[src/rtl/alu_operand_sequencer_if.sv]
// Handshake/data bundle between the decoder, the operand mux/ALU and the sequencer.
interface alu_operand_sequencer_if #(
  parameter int WIDTH = 17
);
  logic             Start;
  logic [3:0]       Opcode;
  logic             Hold;
  logic [WIDTH-1:0] Result;
  logic [3:0]       Selection;
  logic             Busy;
  logic             Done;
  logic             Error;
  logic [WIDTH-1:0] ResultOut;

  modport master (
    output Start, Opcode, Hold, Result,
    input  Selection, Busy, Done, Error, ResultOut
  );

  modport slave (
    input  Start, Opcode, Hold, Result,
    output Selection, Busy, Done, Error, ResultOut
  );
endinterface

[src/rtl/alu_operand_sequencer.sv]
// Walks a per-opcode list of operand-select codes and accumulates the ALU
// result sampled at the end of each step; pulses Done when the list ends.
module alu_operand_sequencer #(
  parameter int         WIDTH    = 17,
  parameter logic [3:0] SEL_IDLE = 4'd6
) (
  input logic                     Clock,
  input logic                     Reset_n,
  alu_operand_sequencer_if.slave  bus
);

  typedef enum logic [1:0] {S_IDLE, S_RUN, S_DONE} state_t;

  state_t           r_state;
  logic [3:0]       r_op;
  logic [1:0]       r_step;
  logic [3:0]       r_sel;
  logic             r_busy;
  logic             r_done;
  logic             r_err;
  logic [WIDTH-1:0] r_acc;

  function automatic logic legal(input logic [3:0] op);
    return op <= 4'd5;
  endfunction

  function automatic logic [1:0] last_step(input logic [3:0] op);
    case (op)
      4'd2:    return 2'd1;
      4'd5:    return 2'd2;
      default: return 2'd0;
    endcase
  endfunction

  function automatic logic [3:0] seq_code(input logic [3:0] op, input logic [1:0] idx);
    case (op)
      4'd0:    return 4'd1;
      4'd1:    return 4'd2;
      4'd2:    return (idx == 2'd0) ? 4'd3 : 4'd4;
      4'd3:    return 4'd5;
      4'd4:    return 4'd6;
      4'd5:    return (idx == 2'd0) ? 4'd0 : (idx == 2'd1) ? 4'd1 : 4'd2;
      default: return SEL_IDLE;
    endcase
  endfunction

  always_ff @(posedge Clock) begin
    if (!Reset_n) begin
      r_state <= S_IDLE;
      r_op    <= '0;
      r_step  <= '0;
      r_sel   <= SEL_IDLE;
      r_busy  <= 1'b0;
      r_done  <= 1'b0;
      r_err   <= 1'b0;
      r_acc   <= '0;
    end else begin
      r_done <= 1'b0;
      r_err  <= 1'b0;
      case (r_state)
        S_IDLE: begin
          r_busy <= 1'b0;
          r_sel  <= SEL_IDLE;
          if (bus.Start) begin
            if (legal(bus.Opcode)) begin
              r_op    <= bus.Opcode;
              r_step  <= 2'd0;
              r_sel   <= seq_code(bus.Opcode, 2'd0);
              r_busy  <= 1'b1;
              r_state <= S_RUN;
            end else begin
              r_err <= 1'b1;
            end
          end
        end
        S_RUN: begin
          if (!bus.Hold) begin
            // First step overwrites so a new sequence never inherits the old total.
            r_acc <= (r_step == 2'd0) ? bus.Result : r_acc + bus.Result;
            if (r_step == last_step(r_op)) begin
              r_sel   <= SEL_IDLE;
              r_done  <= 1'b1;
              r_state <= S_DONE;
            end else begin
              r_step <= r_step + 2'd1;
              r_sel  <= seq_code(r_op, r_step + 2'd1);
            end
          end
        end
        S_DONE: begin
          r_busy  <= 1'b0;
          r_state <= S_IDLE;
        end
        default: r_state <= S_IDLE;
      endcase
    end
  end

  assign bus.Selection = r_sel;
  assign bus.Busy      = r_busy;
  assign bus.Done      = r_done;
  assign bus.Error     = r_err;
  assign bus.ResultOut = r_acc;

endmodule

[src/flat_wrapper.sv]
// flat-port wrapper written by rule: the top's interface ports become plain ports
module alu_operand_sequencer_flat 
#(
  parameter int         WIDTH    = 17,
  parameter logic [3:0] SEL_IDLE = 4'd6
)
  (Clock, Reset_n, bus_Start, bus_Opcode, bus_Hold, bus_Result, bus_Selection, bus_Busy, bus_Done, bus_Error, bus_ResultOut);
  alu_operand_sequencer_if #(.WIDTH(WIDTH)) bus_i ();
  input logic Clock;
  input logic Reset_n;
  input wire logic [$bits(bus_i.Start)-1:0] bus_Start;
  input wire logic [$bits(bus_i.Opcode)-1:0] bus_Opcode;
  input wire logic [$bits(bus_i.Hold)-1:0] bus_Hold;
  input wire logic [$bits(bus_i.Result)-1:0] bus_Result;
  output wire logic [$bits(bus_i.Selection)-1:0] bus_Selection;
  output wire logic [$bits(bus_i.Busy)-1:0] bus_Busy;
  output wire logic [$bits(bus_i.Done)-1:0] bus_Done;
  output wire logic [$bits(bus_i.Error)-1:0] bus_Error;
  output wire logic [$bits(bus_i.ResultOut)-1:0] bus_ResultOut;
  assign bus_i.Start = bus_Start;
  assign bus_i.Opcode = bus_Opcode;
  assign bus_i.Hold = bus_Hold;
  assign bus_i.Result = bus_Result;
  assign bus_Selection = bus_i.Selection;
  assign bus_Busy = bus_i.Busy;
  assign bus_Done = bus_i.Done;
  assign bus_Error = bus_i.Error;
  assign bus_ResultOut = bus_i.ResultOut;
  alu_operand_sequencer #(.WIDTH(WIDTH), .SEL_IDLE(SEL_IDLE)) u_core (.Clock(Clock), .Reset_n(Reset_n), .bus(bus_i));
endmodule
[config.mk]
export PLATFORM = sky130hd
export DESIGN_NAME = alu_operand_sequencer_flat
export DESIGN_NICKNAME = d
export VERILOG_FILES = /design/src/rtl/alu_operand_sequencer_if.sv /design/src/rtl/alu_operand_sequencer.sv /design/src/flat_wrapper.sv
export SDC_FILE = /design/constraint.sdc
export NUM_CORES = 1
export LEC_CHECK = 0
export CAP_MARGIN = 20
export CORE_ASPECT_RATIO = 1.4
export CORE_UTILIZATION = 53
export CTS_BUF_LIST = sky130_fd_sc_hd__clkbuf_8
export CTS_CLUSTER_SIZE = 28
export DETAILED_ROUTE_END_ITERATION = 8
export GPL_TIMING_DRIVEN = 0
export PLACE_DENSITY = 0.83
export SLEW_MARGIN = 20
export SYNTH_ARGS = -nofsm -noshare
export SYNTH_HDL_FRONTEND = slang
export SYNTH_SLANG_ARGS = --single-unit
[constraint.sdc]
create_clock -name Clock -period 2.5 [get_ports Clock]
set_input_delay 0.25 -clock Clock [delete_from_list [all_inputs] [get_ports Clock]]
set_output_delay 0.25 -clock Clock [all_outputs]
set_load 0.02 [all_outputs]
==> metrics.md, run 1 <==
| Metric | Value |
|---|---|
| Status | `finished clean` |
| Synth-to-Final Area Change | `28.64%` |
| Clk Latency, worst-skew pair | `0.29 ns` |
| Internal power | `994.8 uW` |
| Htree depth | `2` |
| Vias in the first global route | `2,276` |
| Share of cells above drive strength 1 | `6.000%` |
| Antenna diodes | `0` |
| Via count | `2,440` |
| Rel. slew slack | `59.07%` |
| RSZ-0062 raised after global routing | `false` |
| CTS tree | `built` |
| Dpl cells | `402` |
| DIE AREA | `4735 sq um` |
| Setup ws final | `0.1229 ns` |
| Detailed-route vias per instance | `5.951` |
| Net Sw Frac | `29.17%` |
| Total GRT Usage | `27.73%` |
| I/O Pins | `49` |
| Final setup vio count | `0` |
| Top FF cell, synth | `dfxtp_1` |
| Post-DP HPWL | `4.614 mm` |
| Arrival @ worst endpoint | `2.54 ns` |
| Yosys reg bits | `31` |
| Max-cap violations | `0` |
| Slowest Stage Delay on Critical Path | `0.45 ns` |
| Power per cell area | `461.9 nW/um^2` |
| Final period util | `95.08%` |
| Post-layout util | `71.72%` |
| Nature of the critical path startpoint | `input port` |
| Highest routed layer | `met4` |
| Area after DPL | `2909 sq um` |
| Fin area | `3040 sq um` |
| Part of the Yosys area used for sequential elements | `26.26%` |
| Switching power total | `409.7 uW` |
| Core area | `4239 sq um` |
| Wire per inst | `15.74 um` |
| Fmax | `420.7 MHz` |
| TritonRoute pass-1 iters | `4` |
| Initial Util | `55.76%` |
| Logic pwr share | `24.4%` |
| Total gr overflow | `0` |
| Ys async rst share | `0%` |
| Largest net degree at the start of global routing | `11` |
| CTS max path bufs | `2` |
| Port Buffers | `47` |
| Most frequent cells in the layout | `47 x clkdlybuf4s50_1, 32 x a21oi_1, 31 x dfxtp_1, 23 x nand2_1, 20 x o21ai_0` |
| Initial antenna violation count | `0` |
| Final Hold Fails | `0` |
| Initial DRC count | `108` |
| WP data required | `2.66 ns` |
| Flop pwr share | `37.8%` |
| Worst Skew | `0.006652 ns` |
| Post-CTS Setup Bufs | `0` |
| Max rail drop VDD | `0.3461 mV` |
| P_leak | `1.269 nW` |
| Cell Rows | `28` |
| CP Max Fanout | `4` |
| Commonest non-fill, non-tap cell in the layout | `clkdlybuf4s50_1` |
| Post-Syn Instances | `295` |
| Die height | `81.02 um` |
| DRC viols | `0` |
| Met3 wire len | `366 um` |
| Global-route wire length before repair | `9.956 mm` |
| Max Slew Vio Count | `0` |
| Met2 routed WL | `3.389 mm` |
| Library cells used by synthesis | `57` |
| Syn avg cell area | `8.012 sq um` |
| Worst path cell trace | `clkdlybuf4s50_1 > ha_1 > fa_1 > a211oi_2 > nor4_1 > o22a_2 > a31oi_1 > xor2_1 > a21oi_1` |
| TritonCTS Sinks | `31` |
| Resized Gates After CTS | `0` |
| CTS root buffer | `clkbuf_8` |
| Crit Path Class | `in2reg` |
| Net total in the final layout | `394` |
| RePlAce Congestion | `0.8717` |
| Routed Antenna Nets | `0` |
| Hold Buf Count CTS | `0` |
| Post-synth EDFFs | `0` |
| Syn Nets | `340` |
| Hold Path Class | `reg2reg` |
| Chip width | `58.44 um` |
| Metal-1 WL | `2.492 mm` |
| Slowest-stage cell, CP | `fa_1` |
| Crit end category | `register` |
| Post-Layout Cell Count | `410` |
| Fin crit period | `2.377 ns` |
| Overall power | `1.404 mW` |
| Worst-margin pin slew | `0.6113 ns` |
| Mapped Area | `2364 sq um` |
| Pre-CTS setup slack | `-0.2208 ns` |
| TritonCTS buffer count | `5` |
| Clk pwr share | `37.8%` |
| Routed wire length | `6.455 mm` |
| Warning count from the yosys run | `0` |
| Clock transition at path regs | `0.07 ns` |
[worst paths after layout]
| check | slack (ns) | startpoint | cells past startpoint | end |
|---|---|---|---|---|
| max | 0.12 | bus_Result[0] | 9 | u_core.bus.ResultOut[12] |
| min | 0.48 | u_core.bus.Busy | 2 | u_core.bus.Busy |
| max reg2reg | 0.17 | u_core.bus.ResultOut[0] | 8 | u_core.bus.ResultOut[12] |
| min reg2reg | 0.48 | u_core.bus.Busy | 2 | u_core.bus.Busy |
[kinds of logic (layout without fill, tap and decap cells)]
family	count (synthesis)	after routing	synth area share, %
AOI/OAI and AO/OA	109	109	29.70
and+or+nand+nor	88	88	20.22
DFF	31	31	26.26
buffers and inverters	24	79	4.023
adders and majority gates	20	20	10.91
xor gates and xnor gates	13	13	4.817
muxes	9	9	3.917
other	1	1	0.1587
[worst max-delay path, delay by kind of cell]
| kind | cells | cell delay (ns) |
|---|---|---|
| and+or+nand+nor | 1 | 0.10 |
| buffers and inverters | 1 | 0.42 |
| adders and majority gates | 2 | 0.68 |
| AOI/OAI and AO/OA | 4 | 0.91 |
| xor gates and xnor gates | 1 | 0.16 |
[registers in the layout, indices dropped and copies added, names as in the netlist]
| signal | count |
|---|---|
| u_core.bus.Error | 1 |
| u_core.bus.Busy | 1 |
| u_core.bus.Done | 1 |
| u_core.bus.Selection | 3 |
| u_core.r_op | 4 |
| u_core.r_step | 2 |
| u_core.bus.ResultOut | 17 |
| u_core.r_state | 2 |
[synthesized netlist by cell type, types with 5 or more instances]
master,instances,area (sq um)
o211a_1,5,50.05
xor2_1,6,52.55
or3_1,7,43.79
o211ai_1,10,75.07
mux2i_1,7,70.07
clkbuf_1,9,33.78
a21o_1,5,37.54
nand3_1,5,25.02
xnor2_1,7,61.31
nor3_1,11,55.05
a21oi_1,33,165.2
a211oi_1,6,45.04
ha_1,19,237.7
nand2b_1,7,43.79
o21ai_0,20,100.1
o21ai_1,7,35.03
nor2_1,16,60.06
dfxtp_1,31,620.6
nand2_1,23,86.33
inv_1,12,45.04
[routing by layer]
layer / up-vias / track usage [%]
li1: 1201 / -
met3: 21 / 4.299
met5: - / 0
met4: 0 / 15.48
met2: 94 / 53.10
met1: 1124 / 27.83
[per-stage QoR]
step	setup TNS, ns	hold slack, ns
finish	0	0.4765
CTS	0	0.4812
global route	0	0.5002
detailed placement	-0.8674	0.4645
global placement	-0.6009	0.4650
floorplan	0	0.4162
[power by group through the flow]
stage	sequential (mW)	clock, mW	combinational, mW
4_1_cts	0.531	0.533	0.336
2_1_floorplan	0.559	0	0.188
6_report	0.531	0.530	0.343
3_3_place_gp	0.542	0	0.325
3_5_place_dp	0.542	0	0.331
5_1_grt	0.534	0.556	0.370
[cell type report]
type | count | area [sq um]
repair buffers | 47 | 470.5
plain buffers | 11 | 46.29
multi-input cells | 240 | 1662
well taps | 60 | 75.07
clock inverters | 2 | 35.03
inverters | 13 | 48.80
clock buffers | 6 | 82.58
flip-flops and latches | 31 | 620.6
fillers | 358 | 1199
Note: power is estimated with default switching activity, not from simulation.
==> inputs of run 2 (changes only) <==
==> constraint.sdc (replaced) <==
create_clock -name Clock -period 2.5 [get_ports Clock]
set_input_delay 0.25 -clock Clock [delete_from_list [all_inputs] [get_ports Clock]]
set_output_delay 0.25 -clock Clock [all_outputs]
set_load 0.005 [all_outputs]
==> results of run 2 <==
Same layout as run 1 (identical final DEF). Status: finished clean.
Main changes from that run: total power 1.404 mW -> 1.385 mW; worst IR drop on VDD 0.3461 mV -> 0.3426 mV
==> inputs of run 3 (changes only) <==
==> constraint.sdc (replaced) <==
create_clock -name Clock -period 2.2 [get_ports Clock]
set_input_delay 0.22 -clock Clock [delete_from_list [all_inputs] [get_ports Clock]]
set_output_delay 0.22 -clock Clock [all_outputs]
set_load 0.005 [all_outputs]
==> run 3 against run 2 <==
First-iteration DRC count grew 21%; combinational power grew 18%; utilization grew 1.7 points; sequential power grew 14%; die area is the same; clock skew is essentially flat; largest cell class unchanged; critical path depth shrank 1; setup slack lost 0.091 ns; cell count grew 0.73%.
==> metrics.md, run 3 (synthesized netlist as in run 1, its figures left out) <==
| Metric | Value |
|---|---|
| DIE AREA | `4735 sq um (unchanged)` |
| CTS tree | `built (unchanged)` |
| Antenna diodes | `0 (unchanged)` |
| Slowest-stage cell, CP | `fa_2 (was fa_1)` |
| Hold Buf Count CTS | `0 (unchanged)` |
| Reg-to-reg critical path startpoint | `u_core.bus.ResultOut[0] (unchanged)` |
| Area after DPL | `2909 sq um (unchanged)` |
| Arrival @ worst endpoint | `2.33 ns (was 2.54 ns)` |
| Number of flip-flops under the largest register name | `17 (unchanged)` |
| Max Slew Vio Count | `0 (unchanged)` |
| Die height | `81.02 um (unchanged)` |
| Htree depth | `2 (unchanged)` |
| Total GRT Usage | `27.68% (was 27.73%)` |
| Max-cap violations | `0 (unchanged)` |
| Power per cell area | `508.7 nW/um^2 (was 455.5 nW/um^2)` |
| Fin area | `3114 sq um (was 3040 sq um)` |
| Switching power total | `447.9 uW (was 390.7 uW)` |
| Vias in the first global route | `2,256 (was 2,276)` |
| Most frequent cells in the layout | `45 x clkdlybuf4s50_1, 32 x a21oi_1, 29 x dfxtp_1, 23 x nand2_1, 20 x o21ai_0 (was 47 x clkdlybuf4s50_1, 32 x a21oi_1, 31 x dfxtp_1, 23 x nand2_1, 20 x o21ai_0)` |
| Stages on worst setup path | `8 (was 9)` |
| Post-layout util | `73.47% (was 71.72%)` |
| Initial DRC count | `131 (was 108)` |
| Clk pwr share | `37.9% (was 38.3%)` |
| Worst path buffer plus inverter count | `0 (was 1)` |
| Overall power | `1.584 mW (was 1.385 mW)` |
| Hold Path Class | `in2reg (was reg2reg)` |
| Rel. slew slack | `60.96% (was 59.07%)` |
| Worst path cell trace | `ha_4 > fa_2 > a211oi_2 > nor4_2 > o22a_2 > a31oi_4 > xnor2_1 > a21oi_1 (was clkdlybuf4s50_1 > ha_1 > fa_1 > a211oi_2 > nor4_1 > o22a_2 > a31oi_1 > xor2_1 > a21oi_1)` |
| Pre-CTS setup slack | `-0.4908 ns (was -0.2208 ns)` |
| DRC viols | `0 (unchanged)` |
| Final setup vio count | `0 (unchanged)` |
| Initial Util | `55.76% (unchanged)` |
| Routed Antenna Nets | `0 (unchanged)` |
| WHS | `0.3922 ns (was 0.4765 ns)` |
| RePlAce Congestion | `0.8717 (unchanged)` |
| Routed wire length | `6.493 mm (was 6.455 mm)` |
| Worst-margin pin slew | `0.5830 ns (was 0.6113 ns)` |
| Nature of the critical path startpoint | `register (was input port)` |
| RSZ-0062 raised after global routing | `true (was false)` |
| Port Buffers | `47 (unchanged)` |
| Wire per inst | `15.72 um (was 15.74 um)` |
| Fmax | `461.3 MHz` |
| Max rail drop VDD | `0.3901 mV (was 0.3426 mV)` |
| Share of cells above drive strength 1 | `8.499% (was 6.000%)` |
| Setup ws final | `0.03200 ns (was 0.1229 ns)` |
| Flop pwr share | `38.1% (was 38.4%)` |
| Crit Path Class | `reg2reg (was in2reg)` |
| FF-to-FF setup slack | `0.03 ns (was 0.17 ns)` |
| Final Hold Fails | `0 (unchanged)` |
| Commonest non-fill, non-tap cell in the layout | `clkdlybuf4s50_1 (unchanged)` |
| Reg2Reg Capture Point | `u_core.bus.ResultOut[14] (was u_core.bus.ResultOut[12])` |
| TritonCTS Sinks | `31 (unchanged)` |
| P_leak | `1.301 nW (was 1.269 nW)` |
| Final period util | `98.55%` |
| Worst Reg-to-Reg Cells | `8 (unchanged)` |
| Status | `finished clean (unchanged)` |
| WP data required | `2.36 ns (was 2.66 ns)` |
| Worst setup path end | `u_core.bus.ResultOut[14] (was u_core.bus.ResultOut[12])` |
| Net Sw Frac | `28.27% (was 28.21%)` |
| Dpl cells | `402 (unchanged)` |
| CTS max path bufs | `2 (unchanged)` |
| Post-DP HPWL | `4.614 mm (unchanged)` |
| Number of fillers in the final layout | `338 (was 358)` |
| Core area | `4239 sq um (unchanged)` |
| Post-Layout Cell Count | `413 (was 410)` |
| I/O Pins | `49 (unchanged)` |
| Global-route wire length before repair | `9.929 mm (was 9.956 mm)` |
| Clock transition at path regs | `0.07 ns (about the same)` |
| CTS root buffer | `clkbuf_8 (unchanged)` |
| Slowest Stage Delay on Critical Path | `0.42 ns (was 0.45 ns)` |
| Net total in the final layout | `397 (was 394)` |
| Chip width | `58.44 um (unchanged)` |
| Clk Latency, worst-skew pair | `0.29 ns (about the same)` |
| Logic pwr share | `24.0% (was 23.4%)` |
| Largest net degree at the start of global routing | `11 (unchanged)` |
| Worst Skew | `0.006575 ns (was 0.006652 ns)` |
| CP Max Fanout | `4 (unchanged)` |
| Detailed-route vias per instance | `5.845 (was 5.951)` |
| TritonCTS buffer count | `5 (unchanged)` |
| Kind of cell adding the most delay to the critical path | `compound AO/OA/AOI/OAI gates (unchanged)` |
| Internal power | `1.136 mW (was 994.3 uW)` |
| Initial antenna violation count | `0 (unchanged)` |
| Synth-to-Final Area Change | `31.76% (was 28.64%)` |
| Setup TNS | `0 ns (unchanged)` |
| Setup crit start | `u_core.bus.ResultOut[0] (was bus_Result[0])` |
| Cell Rows | `28 (unchanged)` |
| TritonRoute pass-1 iters | `4 (unchanged)` |
| Crit end category | `register (unchanged)` |
| Fin crit period | `2.168 ns` |
| Via count | `2,414 (was 2,440)` |
| Total gr overflow | `0 (unchanged)` |
run 3: cell types whose count changed in the layout (fill, tap and decap cells not counted), moves of 2 or more:
cell	change
buf_4	+3
clkdlybuf4s50_1	-2
dfxtp_1	-2
dfxtp_2	+2
dlymetal6s2s_1	+2
run 3: worst min-delay path by stage:
stage / from / endpoint / slack (ns) / cells after the start
3_3_place_gp: u_core.bus.Selection[1] / u_core.bus.Selection[1] / 0.47 / 2
6_report: bus_Result[0] / u_core.bus.ResultOut[0] / 0.39 / 4
3_5_place_dp: u_core.bus.Selection[1] / u_core.bus.Selection[1] / 0.46 / 2
2_1_floorplan: bus_Opcode[0] / u_core.r_op[0] / 0.39 / 2
4_1_cts: u_core.bus.Selection[1] / u_core.bus.Selection[1] / 0.48 / 2
5_1_grt: bus_Result[0] / u_core.bus.ResultOut[0] / 0.43 / 4
run 3: timing repair:
| action | 4_1_cts | 5_1_grt |
|---|---|---|
| buffers inserted | 2 | 1 |
| gates resized for setup | 4 | 10 |
| pin swaps | 2 | 10 |
| setup endpoints to repair | 6 | 9 |
run 3: area by class of cell:
cell class	instances	area, sq um	share of cell area, %
Clock inverter	2	35.03	1.125
Multi-Input combinational cell	240	1705	54.76
Sequential cell	31	623.1	20.01
Inverter	13	48.80	1.567
Tap cell	60	75.07	2.411
Clock buffer	6	82.58	2.652
Buffer	11	46.29	1.487
Timing Repair Buffer	50	498.0	15.99
run 3: worst min-delay path, stage by stage:
cell,delay (ns)
dlymetal6s2s_1,0.14
mux2i_1,0.09
nand2_1,0.06
o211a_1,0.14
run 3: layer usage:
metal	vias to the layer above	global-route usage [%]	wire, um	part of all wire, %
met5	-	0	0	0
met3	16	4.299	336	5.2
met4	0	14.05	173	2.7
met2	74	53.91	3447	53
li1	1207	-	-	-
met1	1117	27.61	2535	39
run 3: power groups by stage:
stage	Sequential (mW)	Combinational [mW]	Clock (mW)
after floorplan	0.615	0.213	0
after global routing	0.607	0.413	0.630
after CTS	0.603	0.366	0.606
after detailed placement	0.616	0.354	0
final	0.604	0.380	0.600
after global placement	0.616	0.347	0
